**src/rtl/dso_pkg.sv**
```systemverilog
// Shared DSO definitions: trigger FSM states, trig_cfg field layout and
// threshold helpers used by the trigger unit and the capture controller.
package dso_pkg;

    typedef enum logic [1:0] {
        IDLE   = 2'd0,
        PRIME  = 2'd1,
        ARM_WT = 2'd2,
        TRIG   = 2'd3
    } trig_state_t;

    localparam int CFG_POL_BIT  = 4;
    localparam int CFG_MODE_HI  = 3;
    localparam int CFG_MODE_LO  = 2;
    localparam int CFG_SRC_HI   = 1;
    localparam int CFG_SRC_LO   = 0;

    localparam logic [1:0] MODE_NORMAL   = 2'b01;
    localparam logic [1:0] MODE_AUTOROLL = 2'b10;

    localparam logic [1:0] SRC_CH1 = 2'b00;
    localparam logic [1:0] SRC_CH2 = 2'b01;
    localparam logic [1:0] SRC_CH3 = 2'b10;
    localparam logic [1:0] SRC_EXT = 2'b11;

    // Lower hysteresis bound, clamped at zero.
    function automatic logic [7:0] thr_lo(input logic [7:0] lvl, input int hyst);
        logic [8:0] w_lvl;
        logic [8:0] w_hyst;
        w_lvl  = {1'b0, lvl};
        w_hyst = 9'(hyst);
        if (w_lvl < w_hyst) return 8'd0;
        return 8'(w_lvl - w_hyst);
    endfunction

    // Upper hysteresis bound, clamped at full scale.
    function automatic logic [7:0] thr_hi(input logic [7:0] lvl, input int hyst);
        logic [8:0] w_sum;
        w_sum = {1'b0, lvl} + 9'(hyst);
        if (w_sum > 9'd255) return 8'hFF;
        return 8'(w_sum);
    endfunction

endpackage

```
**src/rtl/trig_sync.sv**
```systemverilog
// Synchronizer for the asynchronous external trigger pin followed by a
// registered polarity-selected edge detector. SYNC_STG must be at least 2.
module trig_sync #(
    parameter int SYNC_STG = 2
) (
    input  logic clk,
    input  logic rst_n,
    input  logic i_async,
    input  logic i_polarity,
    output logic o_sync_lvl,
    output logic o_edge
);

    logic [SYNC_STG-1:0] r_chain;
    logic                r_prev;
    logic                r_edge;
    logic                w_sync;

    assign w_sync = r_chain[SYNC_STG-1];

    always_ff @(posedge clk or negedge rst_n) begin
        if (!rst_n) begin
            r_chain <= '0;
            r_prev  <= 1'b0;
            r_edge  <= 1'b0;
        end else begin
            r_chain <= {r_chain[SYNC_STG-2:0], i_async};
            r_prev  <= w_sync;
            // polarity 1 looks for 0->1, polarity 0 for 1->0
            r_edge  <= i_polarity ? (w_sync & ~r_prev) : (~w_sync & r_prev);
        end
    end

    assign o_sync_lvl = w_sync;
    assign o_edge     = r_edge;

endmodule

```
**src/rtl/trigger_unit.sv**
```systemverilog
// Trigger detector: hysteresis-qualified level crossing on a channel, or a
// synchronized external edge, driving the sticky triggered flag for capture.
module trigger_unit
    import dso_pkg::*;
#(
    parameter int HYST     = 4,
    parameter int SYNC_STG = 2
) (
    input  logic       clk,
    input  logic       rst_n,
    input  logic [7:0] trig_cfg,
    input  logic       trig_en,
    input  logic       armed,
    input  logic       capture_done,
    input  logic       smpl_vld,
    input  logic [7:0] ch1_smpl,
    input  logic [7:0] ch2_smpl,
    input  logic [7:0] ch3_smpl,
    input  logic [7:0] trig_lvl,
    input  logic       ext_trig,
    output logic       triggered,
    output logic       trig_pulse,
    output logic [1:0] dbg_state
);

    trig_state_t r_state;
    trig_state_t w_state_nxt;
    logic        r_triggered;
    logic        r_pulse;

    logic        w_pol;
    logic [1:0]  w_mode;
    logic [1:0]  w_src;
    logic [7:0]  w_lo;
    logic [7:0]  w_hi;
    logic [7:0]  w_smpl;
    logic        w_ch_pre;
    logic        w_ch_fire;
    logic        w_ext_lvl;
    logic        w_ext_edge;
    logic        w_pre;
    logic        w_fire;

    assign w_pol  = trig_cfg[CFG_POL_BIT];
    assign w_mode = trig_cfg[CFG_MODE_HI:CFG_MODE_LO];
    assign w_src  = trig_cfg[CFG_SRC_HI:CFG_SRC_LO];
    assign w_lo   = thr_lo(trig_lvl, HYST);
    assign w_hi   = thr_hi(trig_lvl, HYST);

    always_comb begin
        w_smpl = ch1_smpl;
        case (w_src)
            SRC_CH2: w_smpl = ch2_smpl;
            SRC_CH3: w_smpl = ch3_smpl;
            default: w_smpl = ch1_smpl;
        endcase
    end

    // lo <= lvl <= hi, so a single sample can never be both pre-side and fire.
    assign w_ch_pre  = smpl_vld & (w_pol ? (w_smpl < w_lo) : (w_smpl > w_hi));
    assign w_ch_fire = smpl_vld & (w_pol ? (w_smpl >= trig_lvl) : (w_smpl <= trig_lvl));

    trig_sync #(
        .SYNC_STG (SYNC_STG)
    ) u_trig_sync (
        .clk        (clk),
        .rst_n      (rst_n),
        .i_async    (ext_trig),
        .i_polarity (w_pol),
        .o_sync_lvl (w_ext_lvl),
        .o_edge     (w_ext_edge)
    );

    assign w_pre  = (w_src == SRC_EXT) ? (w_pol ? ~w_ext_lvl : w_ext_lvl) : w_ch_pre;
    assign w_fire = (w_src == SRC_EXT) ? w_ext_edge : w_ch_fire;

    always_ff @(posedge clk or negedge rst_n) begin
        if (!rst_n) begin
            r_state <= IDLE;
        end else begin
            r_state <= w_state_nxt;
        end
    end

    always_comb begin
        w_state_nxt = r_state;
        unique case (r_state)
            IDLE: begin
                if (trig_en && !capture_done) w_state_nxt = PRIME;
            end
            PRIME: begin
                if (w_mode == MODE_AUTOROLL) begin
                    if (armed) w_state_nxt = TRIG;
                end else if (w_mode == MODE_NORMAL) begin
                    if (w_pre) w_state_nxt = ARM_WT;
                end
            end
            ARM_WT: begin
                // a crossing before capture is armed forces re-qualification
                if (w_fire) w_state_nxt = armed ? TRIG : PRIME;
            end
            TRIG: begin
                w_state_nxt = TRIG;
            end
            default: w_state_nxt = IDLE;
        endcase
        if (!trig_en || capture_done) w_state_nxt = IDLE;
    end

    always_ff @(posedge clk or negedge rst_n) begin
        if (!rst_n) begin
            r_triggered <= 1'b0;
            r_pulse     <= 1'b0;
        end else begin
            r_triggered <= (w_state_nxt == TRIG);
            r_pulse     <= (w_state_nxt == TRIG) && (r_state != TRIG);
        end
    end

    assign triggered  = r_triggered;
    assign trig_pulse = r_pulse;
    assign dbg_state  = r_state;

endmodule

```
**config.mk**
```make
export PLATFORM = sky130hd
export DESIGN_NAME = trigger_unit
export DESIGN_NICKNAME = d
export VERILOG_FILES = /design/src/rtl/dso_pkg.sv /design/src/rtl/trig_sync.sv /design/src/rtl/trigger_unit.sv
export SDC_FILE = /design/constraint.sdc
export NUM_CORES = 1
export LEC_CHECK = 0
export BUFFER_PORTS_ARGS = -buffer_cell sky130_fd_sc_hd__buf_4
export CAP_MARGIN = 20
export CORE_MARGIN = 3
export CORE_UTILIZATION = 54
export CTS_CLUSTER_SIZE = 24
export DETAILED_ROUTE_END_ITERATION = 10
export GPL_TIMING_DRIVEN = 0
export PLACE_DENSITY = 0.86
export SLEW_MARGIN = 25
export SYNTH_ARGS = -nofsm -noshare
export SYNTH_HDL_FRONTEND = slang
export SYNTH_SLANG_ARGS = --single-unit
```
**constraint.sdc**
```tcl
create_clock -name clk -period 2.35 [get_ports clk]
set_input_delay 0.235 -clock clk [delete_from_list [all_inputs] [get_ports clk]]
set_output_delay 0.235 -clock clk [all_outputs]
set_load 0.01 [all_outputs]
```
After elaboration in Yosys (flattened, before gate mapping)
Index checks and enable logic that the tools add are counted.
{"block": "word_totals", "reg_bits": 8, "in_bits": 47, "out_inout_bits": 4, "word_cells": 58}
{"block": "classes", "n_addsub": 2, "magnitude_cmp": 6, "n_eq_ne": 10, "n_mux": 22, "bitwise": 6, "reduce_logical": 6}
{"cell": "two-way mux 8 bit", "count": 4}
{"cell": "two-way mux 2 bit", "count": 8}
{"cell": "case mux 8 bit (2 select lines)", "count": 1}
{"cell": "== test 2 bit, second input constant", "count": 6}
{"cell": "adder 8 x 3 -> 9 bit, second input constant", "count": 1}
{"cell": "greater-than comparator 9 x 8 -> 1 bit, second input constant", "count": 1}
{"cell": "greater-or-equal comparator 8 bit", "count": 1}
{"cell": "greater-than comparator 8 bit", "count": 1}
{"cell": "<= comparator 8 bit", "count": 1}
{"cell": "less-than comparator 8 x 3 -> 1 bit, second input constant", "count": 1}
{"cell": "less-than comparator 8 bit", "count": 1}
{"cell": "two-way mux 1 bit", "count": 8}
{"cell": "case mux 2 bit (4 select lines)", "count": 1}
{"cell": "subtractor 8 x 3 -> 8 bit, second input constant", "count": 1}
{"cell": "== test 2 x 1 -> 1 bit, second input constant", "count": 3}
{"cell": "bitwise AND 1 bit", "count": 4}
{"cell": "logical AND 1 bit", "count": 2}
{"cell": "zero test 1 bit", "count": 2}
{"cell": "zero test 2 bit", "count": 1}
{"cell": "inequality test 2 bit, second input constant", "count": 1}
{"cell": "NOT 1 bit", "count": 2}
{"cell": "logical OR 1 bit", "count": 1}

Depth between registers and ports, before layout
Gate-level depths: netlist of run 1.
{"block": "logic_depth", "word_depth": 15, "depth_mapped": 14}

Modules after synthesis
From an unflattened synthesis of run 1, not the netlist that was laid out.
{"block": "hier_totals", "cells_unflattened": 186, "area_unflattened_um2": 1481.4}
{"module": "trigger_unit", "instances": 1, "cells_each": 179, "area_each_um2": 1358.8}
{"module": "trig_sync", "instances": 1, "cells_each": 7, "area_each_um2": 122.6}

Least setup slack after synthesis of run 1
Ideal clock, no wire load.
{"block": "synth_timing", "path_type": "input to register", "startpoint": "input trig_lvl[2]", "endpoint": "register r_pulse (netlist: trig_pulse)", "t_arrival_ps": 2668, "required_ps": 2249, "slack_ps": -419, "cell_stages": 14, "cell_sequence": "inv_1 ha_1 o211ai_1 nor4b_1 a21oi_1 nor2_1 nor2_1 ha_1 a21oi_1 nand2_1 a221o_1 o211ai_1 o211ai_1 nor4_1"}
{"block": "synth_between", "elab_chain_len": 15, "elab_cells_between_ends": 26}
{"element": "from (decl)", "line": "trigger_unit.sv:19", "rtl": "input logic [7:0] trig_lvl,"}
{"element": "adder 8 x 3 -> 9 bit", "line": "dso_pkg.sv:39", "rtl": "w_sum = {1'b0, lvl} + 9'(hyst);"}
{"element": "greater-than comparator 9 x 8 -> 1 bit", "line": "dso_pkg.sv:40", "rtl": "if (w_sum > 9'd255) return 8'hFF;"}
{"element": "two-way mux 1 bit", "line": "dso_pkg.sv:40"}
{"element": "two-way mux 8 bit", "line": "dso_pkg.sv:41", "rtl": "return 8'(w_sum);"}
{"element": "greater-than comparator 8 bit", "line": "trigger_unit.sv:60", "rtl": "assign w_ch_pre = smpl_vld & (w_pol ? (w_smpl < w_lo) : (w_smpl > w_hi));"}
{"element": "two-way mux 1 bit", "line": "trigger_unit.sv:60"}
{"element": "bitwise AND 1 bit", "line": "trigger_unit.sv:60"}
{"element": "two-way mux 1 bit", "line": "trigger_unit.sv:74", "rtl": "assign w_pre = (w_src == SRC_EXT) ? (w_pol ? ~w_ext_lvl : w_ext_lvl) : w_ch_pre;"}
{"element": "two-way mux 2 bit", "line": "trigger_unit.sv:95", "rtl": "if (w_pre) w_state_nxt = ARM_WT;"}
{"element": "two-way mux 2 bit", "line": "trigger_unit.sv:94", "rtl": "end else if (w_mode == MODE_NORMAL) begin"}
{"element": "two-way mux 2 bit", "line": "trigger_unit.sv:92", "rtl": "if (w_mode == MODE_AUTOROLL) begin"}
{"element": "case mux 2 bit (4 select lines) *", "line": "trigger_unit.sv:87", "rtl": "unique case (r_state)"}
{"element": "two-way mux 2 bit *", "line": "trigger_unit.sv:107", "rtl": "if (!trig_en || capture_done) w_state_nxt = IDLE;"}
{"element": "== test 2 bit *", "line": "trigger_unit.sv:116", "rtl": "r_pulse <= (w_state_nxt == TRIG) && (r_state != TRIG);"}
{"element": "logical AND 1 bit *", "line": "trigger_unit.sv:116"}
{"element": "to (signal assigned)", "line": "trigger_unit.sv:116"}
{"element": "to (decl)", "line": "trigger_unit.sv:29", "rtl": "logic r_pulse;"}
Every way passes the cells marked *; elsewhere a longest branch is shown, timed or not.

Worst setup path in the final report of run 1
{"block": "layout_timing", "startpoint": "input trig_lvl[2]", "endpoint": "register r_state[0] (netlist: dbg_state[0])"}
{"block": "layout_between", "elab_chain_len": 13, "elab_cells_between_ends": 24}
{"element": "adder 8 x 3 -> 9 bit", "line": "dso_pkg.sv:39"}
{"element": "greater-than comparator 9 x 8 -> 1 bit", "line": "dso_pkg.sv:40"}
{"element": "two-way mux 1 bit", "line": "dso_pkg.sv:40"}
{"element": "two-way mux 8 bit", "line": "dso_pkg.sv:41"}
{"element": "greater-than comparator 8 bit", "line": "trigger_unit.sv:60"}
{"element": "two-way mux 1 bit", "line": "trigger_unit.sv:60"}
{"element": "bitwise AND 1 bit", "line": "trigger_unit.sv:60"}
{"element": "two-way mux 1 bit", "line": "trigger_unit.sv:74"}
{"element": "two-way mux 2 bit", "line": "trigger_unit.sv:95"}
{"element": "two-way mux 2 bit", "line": "trigger_unit.sv:94"}
{"element": "two-way mux 2 bit", "line": "trigger_unit.sv:92"}
{"element": "case mux 2 bit (4 select lines) *", "line": "trigger_unit.sv:87"}
{"element": "two-way mux 2 bit *", "line": "trigger_unit.sv:107"}
{"element": "via w_state_nxt[0]", "line": "trigger_unit.sv:27", "rtl": "trig_state_t w_state_nxt;"}
{"element": "to (signal assigned)", "line": "trigger_unit.sv:81", "rtl": "r_state <= w_state_nxt;"}
{"element": "to (decl)", "line": "trigger_unit.sv:26", "rtl": "trig_state_t r_state;"}
The timed path passes the listed nets; every way through them passes the cells marked *.

==> results of run 1 <==
[worst paths after layout]
path                                   startpoint                      to  slack [ps]
max                                   trig_lvl[2]            dbg_state[0]        -570
min                                      ext_trig  u_trig_sync.r_chain[0]          90
max reg2reg                u_trig_sync.r_chain[1]            dbg_state[0]         580
min reg2reg                u_trig_sync.r_chain[0]  u_trig_sync.r_chain[1]         360
max in group asynchronous                   rst_n  u_trig_sync.r_chain[1]        1900
min in group asynchronous                   rst_n               triggered         320
[per-stage QoR]
step	power (µW)	instance area, µm²
5_1_grt	721	2090
3_3_place_gp	464	1800
2_1_floorplan	363	1430
6_report	664	2090
4_1_cts	627	2010
3_5_place_dp	482	1800
[sequential cells by signal (all words and copies together), names as in the netlist]
name,count
u_trig_sync.o_edge,1
u_trig_sync.r_prev,1
triggered,1
u_trig_sync.r_chain,2
dbg_state,2
trig_pulse,1
[layer usage]
metal / global-route usage / part of all wire
met1: 0.335 / 0.36
met2: 0.563 / 0.52
met3: 0.0566 / 0.068
met4: 0.185 / 0.055
met5: 0 / 0
[cell usage in the layout, fill, tap and decap left out, types with 4 or more instances in the layout]
master    netlist  final
a21oi_1         8      6
a22oi_1         7      6
buf_4           0     55
dfrtp_1         8      8
ha_1           29     25
ha_4            0      4
inv_1          13     11
nand2_1        19     19
nand3_1         6      6
nand4_1         6      6
nor2_1         15     14
o211ai_1        6      6
o21ai_0        12      5
o21ai_2         0      6
[cell type report]
class / instances / area share
multi-input combinational: 153 / 0.617
timing repair buffer: 58 / 0.215
sequential: 8 / 0.0959
inverter: 13 / 0.0252
buffer: 5 / 0.0192
tap: 28 / 0.0168
clock buffer: 3 / 0.0108
[power by group through the flow]
stage          logic [µW]  registers (µW)  clock network, µW
6_report              412             148                104
2_1_floorplan         213             150                  0
5_1_grt               452             148                121
3_5_place_dp          332             150                  0
4_1_cts               373             148                106
3_3_place_gp          314             150                  0
[repair_timing]
| item | CTS | global route |
|---|---|---|
| pin swaps | 14 | 9 |
| setup endpoints to repair | 4 | 4 |
| gates resized for setup | 26 | 12 |
| setup buffers | 10 | 2 |
| endpoints found under the hold margin | 8 | 0 |
| hold buffers | 1 | 0 |
[critical path, delay by kind of cell]
kind | cells | cell delay, ps
fa+ha+maj | 2 | 570
simple gates | 6 | 830
compound gates | 5 | 960
buf+inv | 4 | 500
[cell families after synthesis]
group | count (synthesis) | share of synthesized area
buf+inv | 18 | 0.0559
fa+ha+maj | 29 | 0.258
compound gates | 53 | 0.261
mux | 2 | 0.0142
xor+xnor | 4 | 0.0249
simple gates | 65 | 0.244
flops | 8 | 0.142
==> results.txt, run 1 <==
The run gives 318 as the net count of the finished layout. The checks that failed: setup timing. The setup total negative slack was -1730 ps; the stage delay of the slowest cell on the critical path was 310 ps. The tools report the data arrival time of the worst path as 3100 ps. TritonCTS built the clock tree. The tools report the maximum achievable frequency as 342 MHz. Summed over all instances, the cell type with the most area after synthesis is ha_1. The run finished, with violations left. The cell row count came out at 17. The logic gate share of total power is 0.620, and the number of max-capacitance violations reported is 0.

The logs give 4 for the detailed-router iteration count before antenna repair and -575 ps for the final worst slack. Setup repair after global routing could not meet its margin everywhere. Dividing total power by cell area gives a power density of 318 nW/µm².

Most common cell in the synthesized netlist: ha_1. In this run, synthesis produced a sequential element count of 8. The detailed router finished its first iteration with 162 violations. The worst hold path belongs to the class input port to register. Registers take 200 µm².

The data required time at the worst endpoint is 2530 ps. The detail-routed via count per cell is 6.55. The clock share of power was 0.157.

Entering global routing, the biggest net connects 11 pins. The number of endpoints with negative hold slack in the final report was 0; the die area was 3260 µm². Clock tree synthesis inserted a total of 3 buffers. During placement, the flow inserted port buffers numbering 45. The post-synthesis async set-or-reset flop share came out at 1.00.

The routed length per instance was 18.9 µm. The number of global-route vias before repair was 1,808; the post-synthesis area per instance was 7.87 µm². The clock net in this run drives a total of 8 sinks. The run gives 0 as the residual antenna-violating net count after detailed routing. Sorting the synthesized cells by how often they occur yields 29 x ha_1, 19 x nand2_1, 15 x nor2_1. The starting density of the core is 0.602.

Once placement completed, the tool counted placed cells totaling 252. The logs give 0.892 for the final core utilization and 0.312 for the combined global-route utilization of all metal layers. During synthesis, Yosys emitted a total of 0 warnings.

The latest clock arrival within the worst-skew pair was 260 ps; the minimum clock period was 2920 ps. OpenSTA, run right after detailed placement, puts the worst setup slack at -837 ps. The post-layout instance count excluding filler cells came out at 268.

The number of nets handed over by synthesis was 255. The total area inside the core boundary comes to 2340 µm². Walking the worst path, the cells encountered are buf_8, clkinvlp_4, ha_4, o211ai_1, nor4b_2, a21oi_2, nor2_4, buf_4, nor2_1, ha_1, nand3_1, nand2_1, a221o_1, o211ai_1, o211ai_1, buf_4, nor3b_4. For the power share of the sequential group, the log shows 0.223.

The wire length of the first global-routing pass is 8.04 mm, and the die span in x is 57.1 µm. The run gives 0 as the number of inserted diodes. The worst setup path is launched from an input port. Clock-pin slew was measured on the worst setup and hold paths at 50 ps.

Fraction of layout cells with a size suffix above 1: 0.392. The initial antenna violation count was 0. Master of the slowest instance on the critical path: a221o_1. STA classifies the critical path endpoint as a register. The worst setup path is of the input port to register kind. Counting along the longest clock path gives a buffer depth of 2.

The layout has 115 filler cells. Summing every instance area after synthesis gives 1410 µm². The run gives 0.000436 V as the peak ir drop on the vdd network. Global routing finished with a remaining overflow of 0. Synthesis produced a netlist whose cell count is 179. The tools report the total count of max-transition violations in the final report as 0. The run gives 41 as the number of different library cells in the post-synthesis netlist. The run gives 4 as the final number of setup-violating endpoints. The cell occurring most often along the worst timing path is o211ai_1.

The run gives 395 µW as the total internal power. The area added between synthesis and finish works out to 48.1%. The multi-input combinational cells in the finished layout cover a total of 1290 µm². For the sum of net half-perimeters after detailed placement, the log shows 3.23 mm.

Post-route clock period utilization: 1.24. Sorting the synthesized cells by area gives the leading types as ha_1 26%, dfrtp_1 14%, nand2_1 5.1%. The count of unresolved DRC violations after routing came out at 0. The die extent in y was 57.1 µm; the count of flip-flops with a built-in enable after synthesis was 0.

The routed layout has 1,756 vias. For the final database, setup skew stands at 8.90 ps. The tools report the H-tree level count as 1.

In this run the clock root is driven by a clkbuf_4. The run gives 86.6 ps as the worst slack on hold paths. The area share of the leading cell type in the synthesized netlist is 0.258, and the pin slew with the least headroom to its limit is 768 ps. Summed over all nets, the switching power comes to 269 µW. The run gives 0.955 as the routability-driven placement congestion ratio. The total length of routed wires was 5.06 mm; the largest fanout on the critical path was 4. The worst hold path stage count is 1. Post-synthesis sequential area ratio: 0.142.

The max-slew headroom at the worst pin was 0.483; the count of boundary I/O pins was 51. The switching share of power is 0.406. For this design the static power due to leakage is 0.000985 µW. In the synthesized netlist the dominant register cell turns out to be dfrtp_1. The depth of the worst register-to-register path works out to 6.
No activity file was read; power rests on OpenSTA's default activity.
==> inputs of run 2 (changes only) <==
==> constraint.sdc (replaced) <==
create_clock -name clk -period 2.35 [get_ports clk]
set_input_delay 0 -clock clk [delete_from_list [all_inputs] [get_ports clk]]
set_output_delay 0 -clock clk [all_outputs]
set_load 0.01 [all_outputs]
==> results.txt, run 2 (synthesis gave the netlist of run 1 again) <==
The worst slack on hold paths came out at 31.5 ps (was 86.6 ps). The run gives 0 (unchanged) as the residual antenna-violating net count after detailed routing. The depth of the worst register-to-register path is 6 (unchanged).

The tools report the final non-filler cell area as 2020 µm² (was 2090 µm²). Detailed-router iteration count before antenna repair: 5 (was 4). Clock share of power: 0.154 (was 0.157).

Routability-driven placement congestion ratio: 0.848 (was 0.955). The run gives 0.597 (was 0.483) as the max-slew headroom at the worst pin. The routed length per instance is 17.5 µm (was 18.9 µm), and the total internal power is 388 µW (was 395 µW).

The power density over the cells is 316 nW/µm² (was 318 nW/µm²). The die area is 3260 µm² (unchanged). The worst setup skew after layout was 0.905 ps (was 8.90 ps). The tools report the area after detailed placement as 1790 µm² (was 1800 µm²).

The worst hold path class was input port to register (unchanged). The tools report the endpoint class of the critical path as a register (unchanged). The register clock-pin slew on the reported worst setup and hold paths came out at 50 ps (about the same). Maximum number of pins on one net before global-route repair: 11 (unchanged).

The static power due to leakage was 0.000960 µW (was 0.000985 µW). The logs give 3 (unchanged) for the number of CTS-inserted buffers and 0 (unchanged) for the initial antenna violation count. The count of unresolved DRC violations after routing is 0 (unchanged), and the final number of setup-violating endpoints is 3 (was 4). The combined global-route utilization of all metal layers was 0.270 (was 0.312); the data arrival time of the worst path was 2770 ps (was 3100 ps).

The detail-routed via count per cell works out to 6.39 (was 6.55). The maximum buffer depth of the clock tree was 2 (unchanged). Sink count of the clock tree: 8 (unchanged). The fraction of layout cells with a size suffix above 1 is 0.347 (was 0.392), and the number of endpoints with negative hold slack in the final report is 0 (unchanged). For the total count of max-transition violations in the final report, the log shows 0 (unchanged). The maximum achievable frequency is 384 MHz (was 342 MHz), and the number of inserted diodes is 0 (unchanged). The run gives 0.000309 V (was 0.000436 V) as the peak ir drop on the vdd network.

The run gives 51 (unchanged) as the count of boundary I/O pins. The tools report the overall power consumption as 638 µW (was 664 µW). The run finished, with violations left.

The pin slew with the least headroom to its limit came out at 598 ps (was 768 ps). Die extent in y: 57.1 µm (unchanged). The largest fanout on the critical path is 4 (unchanged), and the die span in x is 57.1 µm (unchanged). The run gives 0 (unchanged) as the number of max-capacitance violations reported.

For the wire length of the first global-routing pass, the log shows 7.02 mm (was 8.04 mm). The overflow left after global routing is 0 (unchanged), and the power share of the sequential group is 0.233 (was 0.223). For the setup total negative slack, the log shows -672 ps (was -1730 ps). The logic gate share of total power was 0.613 (was 0.620). Violations in the final reports: setup timing (unchanged). Setup repair after global routing could not meet its margin everywhere. TritonCTS built the clock tree. The tools report the number of global-route vias before repair as 1,649 (was 1,808). The H-tree level count is 1 (unchanged).

The number of buffer cells added on primary ports was 45 (unchanged); the area added between synthesis and finish was 43.2% (was 48.1%). Switching power total: 250 µW (was 269 µW). Latest clock arrival within the worst-skew pair: 250 ps (was 260 ps). Commonest cells after routing, fill and taps aside: 52 x buf_4, 26 x ha_1, 19 x nand2_1 (was 55 x buf_4, 25 x ha_1, 19 x nand2_1). The post-route clock period utilization was 1.11 (was 1.24); the number of DRC markers in iteration 0 was 105 (was 162). Area taken by multi-input logic gates: 1210 µm² (was 1290 µm²). The final worst slack was -255 ps (was -575 ps); the switching share of power was 0.392 (was 0.406).

For the via count of the routed design, the log shows 1,706 (was 1,756). Kind of critical path: input port to register (unchanged). The placeable core area is 2340 µm² (unchanged). The net count of the finished layout came out at 317 (was 318). The cell chosen for the clock root is clkbuf_4 (unchanged). For the fill cell total of the finished layout, the log shows 136 (was 115). The run gives 200 µm² (unchanged) as the sequential cell area. Data required time at the worst endpoint: 2520 ps (was 2530 ps). The run gives 4.67 mm (was 5.06 mm) as the total length of routed wires.

The worst hold path stage count is 2 (was 1), and the starting density of the core is 0.602 (unchanged). The tools report the pre-CTS worst setup slack as -585 ps (was -837 ps). The startpoint type of the worst setup path was an input port (unchanged). The tools report the sum of net half-perimeters after detailed placement as 3.31 mm (was 3.23 mm).

The leading cell type in the layout, fill and taps excluded is buf_4 (unchanged). The cell row count is 17 (unchanged), and the minimum clock period is 2610 ps (was 2920 ps).
[run 2: final cells by class]
class | instances | area share
buffer | 5 | 0.0199
clock buffer | 3 | 0.0112
inverter | 13 | 0.0279
multi-input combinational | 153 | 0.601
sequential | 8 | 0.0993
tap | 28 | 0.0174
timing repair buffer | 57 | 0.223
[run 2: worst paths after layout]
path / start / endpoint / slack [ps]
worst max-delay path: trig_lvl[2] / dbg_state[0] / -260
worst min-delay path: trig_en / dbg_state[0] / 30
worst max register to register: dbg_state[0] / dbg_state[1] / 600
worst min register to register: u_trig_sync.r_chain[0] / u_trig_sync.r_chain[1] / 350
max in group asynchronous: rst_n / u_trig_sync.r_chain[0] / 2130
min in group asynchronous: rst_n / dbg_state[1] / 100
[run 2: per-stage QoR]
step,cells,util
after global placement,252,0.763
final,267,0.862
after floorplan,179,-
after CTS,267,0.845
after detailed placement,252,0.763
after global routing,267,0.862
[run 2: worst max-delay path, cell delays in order]
cell and delay (ps):
buf_8 90, clkinvlp_4 110, ha_4 290, o211ai_1 120, nor4b_2 240, a21oi_1 80
nor2_2 190, buf_4 160, nor2_1 50, ha_1 280, nor2b_1 140, o211ai_1 180
a21oi_1 120, o211ai_1 240, o211ai_1 180, buf_4 180, nor3b_2 140
[run 2: repair_timing]
| action | 4_1_cts | 5_1_grt |
|---|---|---|
| pin swaps | 11 | 8 |
| hold buffers | 3 | 0 |
| gates resized for setup | 18 | 10 |
| setup endpoints to repair | 4 | 4 |
| setup buffers | 9 | 0 |
| endpoints found under the hold margin | 10 | 0 |
[run 2: power groups by stage]
stage | Combinational, µW | Sequential [µW] | Clock, µW
global route | 431 | 149 | 113
CTS | 366 | 148 | 103
finish | 392 | 148 | 98.2
global placement | 312 | 150 | 0
floorplan | 209 | 150 | 0
detailed placement | 330 | 150 | 0
[run 2: layer usage]
layer / up-vias / wire length, µm / global-route usage
li1: 805 / - / -
met1: 793 / 1780 / 0.309
met2: 94 / 2340 / 0.481
met3: 14 / 428 / 0.0543
met4: 0 / 114 / 0.116
met5: - / 0 / 0
==> inputs of run 3 (changes only) <==
Settings changed: REMOVE_ABC_BUFFERS set to 1.
==> results.txt, run 3 (synthesis gave the netlist of run 1 again) <==
The worst hold path class was input port to register (unchanged). The maximum number of pins on one net before global-route repair was 17 (was 11). CP cell instances: buf_8, clkinvlp_4, buf_4, ha_1, nor4b_2, a21oi_2, nor2_2, nor2_1, ha_1, a21oi_1, nand2_1, a221o_1, o211ai_1, o211ai_1, nor4_2 (was buf_8, clkinvlp_4, ha_4, o211ai_1, nor4b_2, a21oi_1, nor2_2, buf_4, nor2_1, ha_1, nor2b_1, o211ai_1, a21oi_1, o211ai_1, o211ai_1, buf_4, nor3b_2). The logs give -327 ps (was -255 ps) for the final worst slack and 250 ps (about the same) for the latest clock arrival within the worst-skew pair.

The area after detailed placement was 1770 µm² (was 1790 µm²). Commonest cells after routing, fill and taps aside: 54 x buf_4, 26 x ha_1, 19 x nand2_1 (was 52 x buf_4, 26 x ha_1, 19 x nand2_1). The routability-driven placement congestion ratio came out at 0.931 (was 0.848).

The tools report the startpoint of the lowest-slack hold path as trig_en (unchanged). The sum of net half-perimeters after detailed placement was 3.32 mm (was 3.31 mm). The number of global-route vias before repair is 1,609 (was 1,649). The power density over the cells was 324 nW/µm² (was 316 nW/µm²). Start point of the critical path: trig_lvl[2] (unchanged). The count of unresolved DRC violations after routing is 0 (unchanged), and the peak ir drop on the vdd network is 0.000438 V (was 0.000309 V). The cell row count came out at 17 (unchanged). The endpoint class of the critical path was a register (unchanged). The tools report the cell chosen for the clock root as clkbuf_4 (unchanged).

The post-route clock period utilization is 1.14 (was 1.11). The die extent in y was 57.1 µm (unchanged); the number of max-capacitance violations reported was 0 (unchanged). The register clock-pin slew on the reported worst setup and hold paths came out at 50 ps (about the same). The detail-routed via count per cell was 6.52 (was 6.39). The number of CTS-inserted buffers was 3 (unchanged). The count of boundary I/O pins is 51 (unchanged), and the minimum clock period is 2680 ps (was 2610 ps). The initial antenna violation count is 0 (unchanged), and the final non-filler cell area is 1960 µm² (was 2020 µm²). The largest fanout on the critical path is 3 (was 4). The pin slew with the least headroom to its limit works out to 520 ps (was 598 ps). The number of buffer cells added on primary ports came out at 47 (was 45).

The maximum buffer depth of the clock tree came out at 2 (unchanged). The routed length per instance is 17.6 µm (was 17.5 µm), and the wire length of the first global-routing pass is 7.00 mm (was 7.02 mm). The kind of critical path is input port to register (unchanged). The combined global-route utilization of all metal layers was 0.265 (was 0.270). Area added between synthesis and finish: 38.9% (was 43.2%).

Violations in the final reports: setup timing (unchanged). Net count of the finished layout: 313 (was 317). The run gives 3 (unchanged) as the final number of setup-violating endpoints. Startpoint of the worst register-to-register path: u_trig_sync.r_chain[1] (was dbg_state[0]). For the detailed-router iteration count before antenna repair, the log shows 4 (was 5).

The tools report the data arrival time of the worst path as 2820 ps (was 2770 ps). The stage delay of the slowest cell on the critical path came out at 430 ps (was 290 ps). TritonCTS built the clock tree. The run finished, with violations left.

The H-tree level count came out at 1 (unchanged). The die span in x is 57.1 µm (unchanged), and the fraction of layout cells with a size suffix above 1 is 0.328 (was 0.347). The run gives 122 (was 105) as the number of DRC markers in iteration 0.

The max-slew headroom at the worst pin was 0.645 (was 0.597); the data required time at the worst endpoint was 2490 ps (was 2520 ps). Via count of the routed design: 1,716 (was 1,706). The overflow left after global routing was 0 (unchanged).

The total length of routed wires was 4.63 mm (was 4.67 mm); the total count of max-transition violations in the final report was 0 (unchanged). The startpoint type of the worst setup path was an input port (unchanged). The placeable core area was 2340 µm² (unchanged); the number of endpoints with negative hold slack in the final report was 0 (unchanged).

Final core utilization: 0.836 (was 0.862). The static power due to leakage was 0.000944 µW (was 0.000960 µW); the worst setup skew after layout was 0.610 ps (was 0.905 ps). The starting density of the core is 0.602 (unchanged).

The number of inserted diodes was 0 (unchanged); the maximum achievable frequency was 374 MHz (was 384 MHz). Leading cell type in the layout, fill and taps excluded: buf_4 (unchanged). Setup repair after global routing could not meet its margin everywhere. The logs give 3260 µm² (unchanged) for the die area and 8 (unchanged) for the sink count of the clock tree. The tools report the residual antenna-violating net count after detailed routing as 0 (unchanged).

Master of the slowest instance on the critical path: nor4b_2 (was ha_4).
-- run 3: per-layer routing --
metal / vias to the layer above / global-route usage / part of all wire
li1: 798 / - / -
met1: 811 / 0.310 / 0.38
met2: 89 / 0.465 / 0.51
met3: 18 / 0.0701 / 0.072
met4: 0 / 0.0894 / 0.038
met5: - / 0 / 0
-- run 3: worst paths after layout --
path                                          endpoint  slack (ps)  cells after the start
worst min-delay path                      dbg_state[0]          60                      2
min in group asynchronous           u_trig_sync.o_edge         110                      2
worst max register to register              trig_pulse         700                      5
worst min register to register  u_trig_sync.r_chain[1]         350                      0
worst max-delay path                        trig_pulse        -330                     15
max in group asynchronous                    triggered        2110                      2
-- run 3: critical path: cells and delay by family --
kind	cells	cell delay, ps
fa+ha+maj	2	530
simple gates	5	960
buf+inv	3	330
compound gates	5	1020
-- run 3: final cells by class --
class | count | area (µm²)
Clock buffer | 3 | 22.5
Fill cell | 145 | 383
Inverter | 13 | 52.6
Multi-Input combinational cell | 153 | 1200
Sequential cell | 8 | 200
Tap cell | 28 | 35.0
Timing Repair Buffer | 58 | 450
-- run 3: metrics by stage --
step / total power (µW) / hold slack [ps] / setup TNS (ps) / setup slack [ps] / cells
final: 634 / 57.9 / -793 / -327 / 263
after CTS: 608 / 24.1 / -160 / -111 / 263
after global routing: 687 / 36.1 / -1060 / -385 / 263
after global placement: 456 / -184 / -2030 / -646 / 249
after detailed placement: 479 / -182 / -2350 / -741 / 249
after floorplan: 351 / -296 / -302 / -184 / 174
-- run 3: power breakdown --
| part | internal (µW) | switching, µW | total, µW |
|---|---|---|---|
| Combinational | 183 | 200 | 384 |
| Clock | 58.3 | 44.3 | 103 |
| Sequential | 143 | 4.72 | 148 |
-- run 3: repair_timing --
item                                    CTS  global route
hold buffers                              3             0
hold endpoints to repair                 10             0
resized for setup                        15             7
endpoints found under the setup margin    4             4
setup buffers                             9             0
pin swaps                                15             4
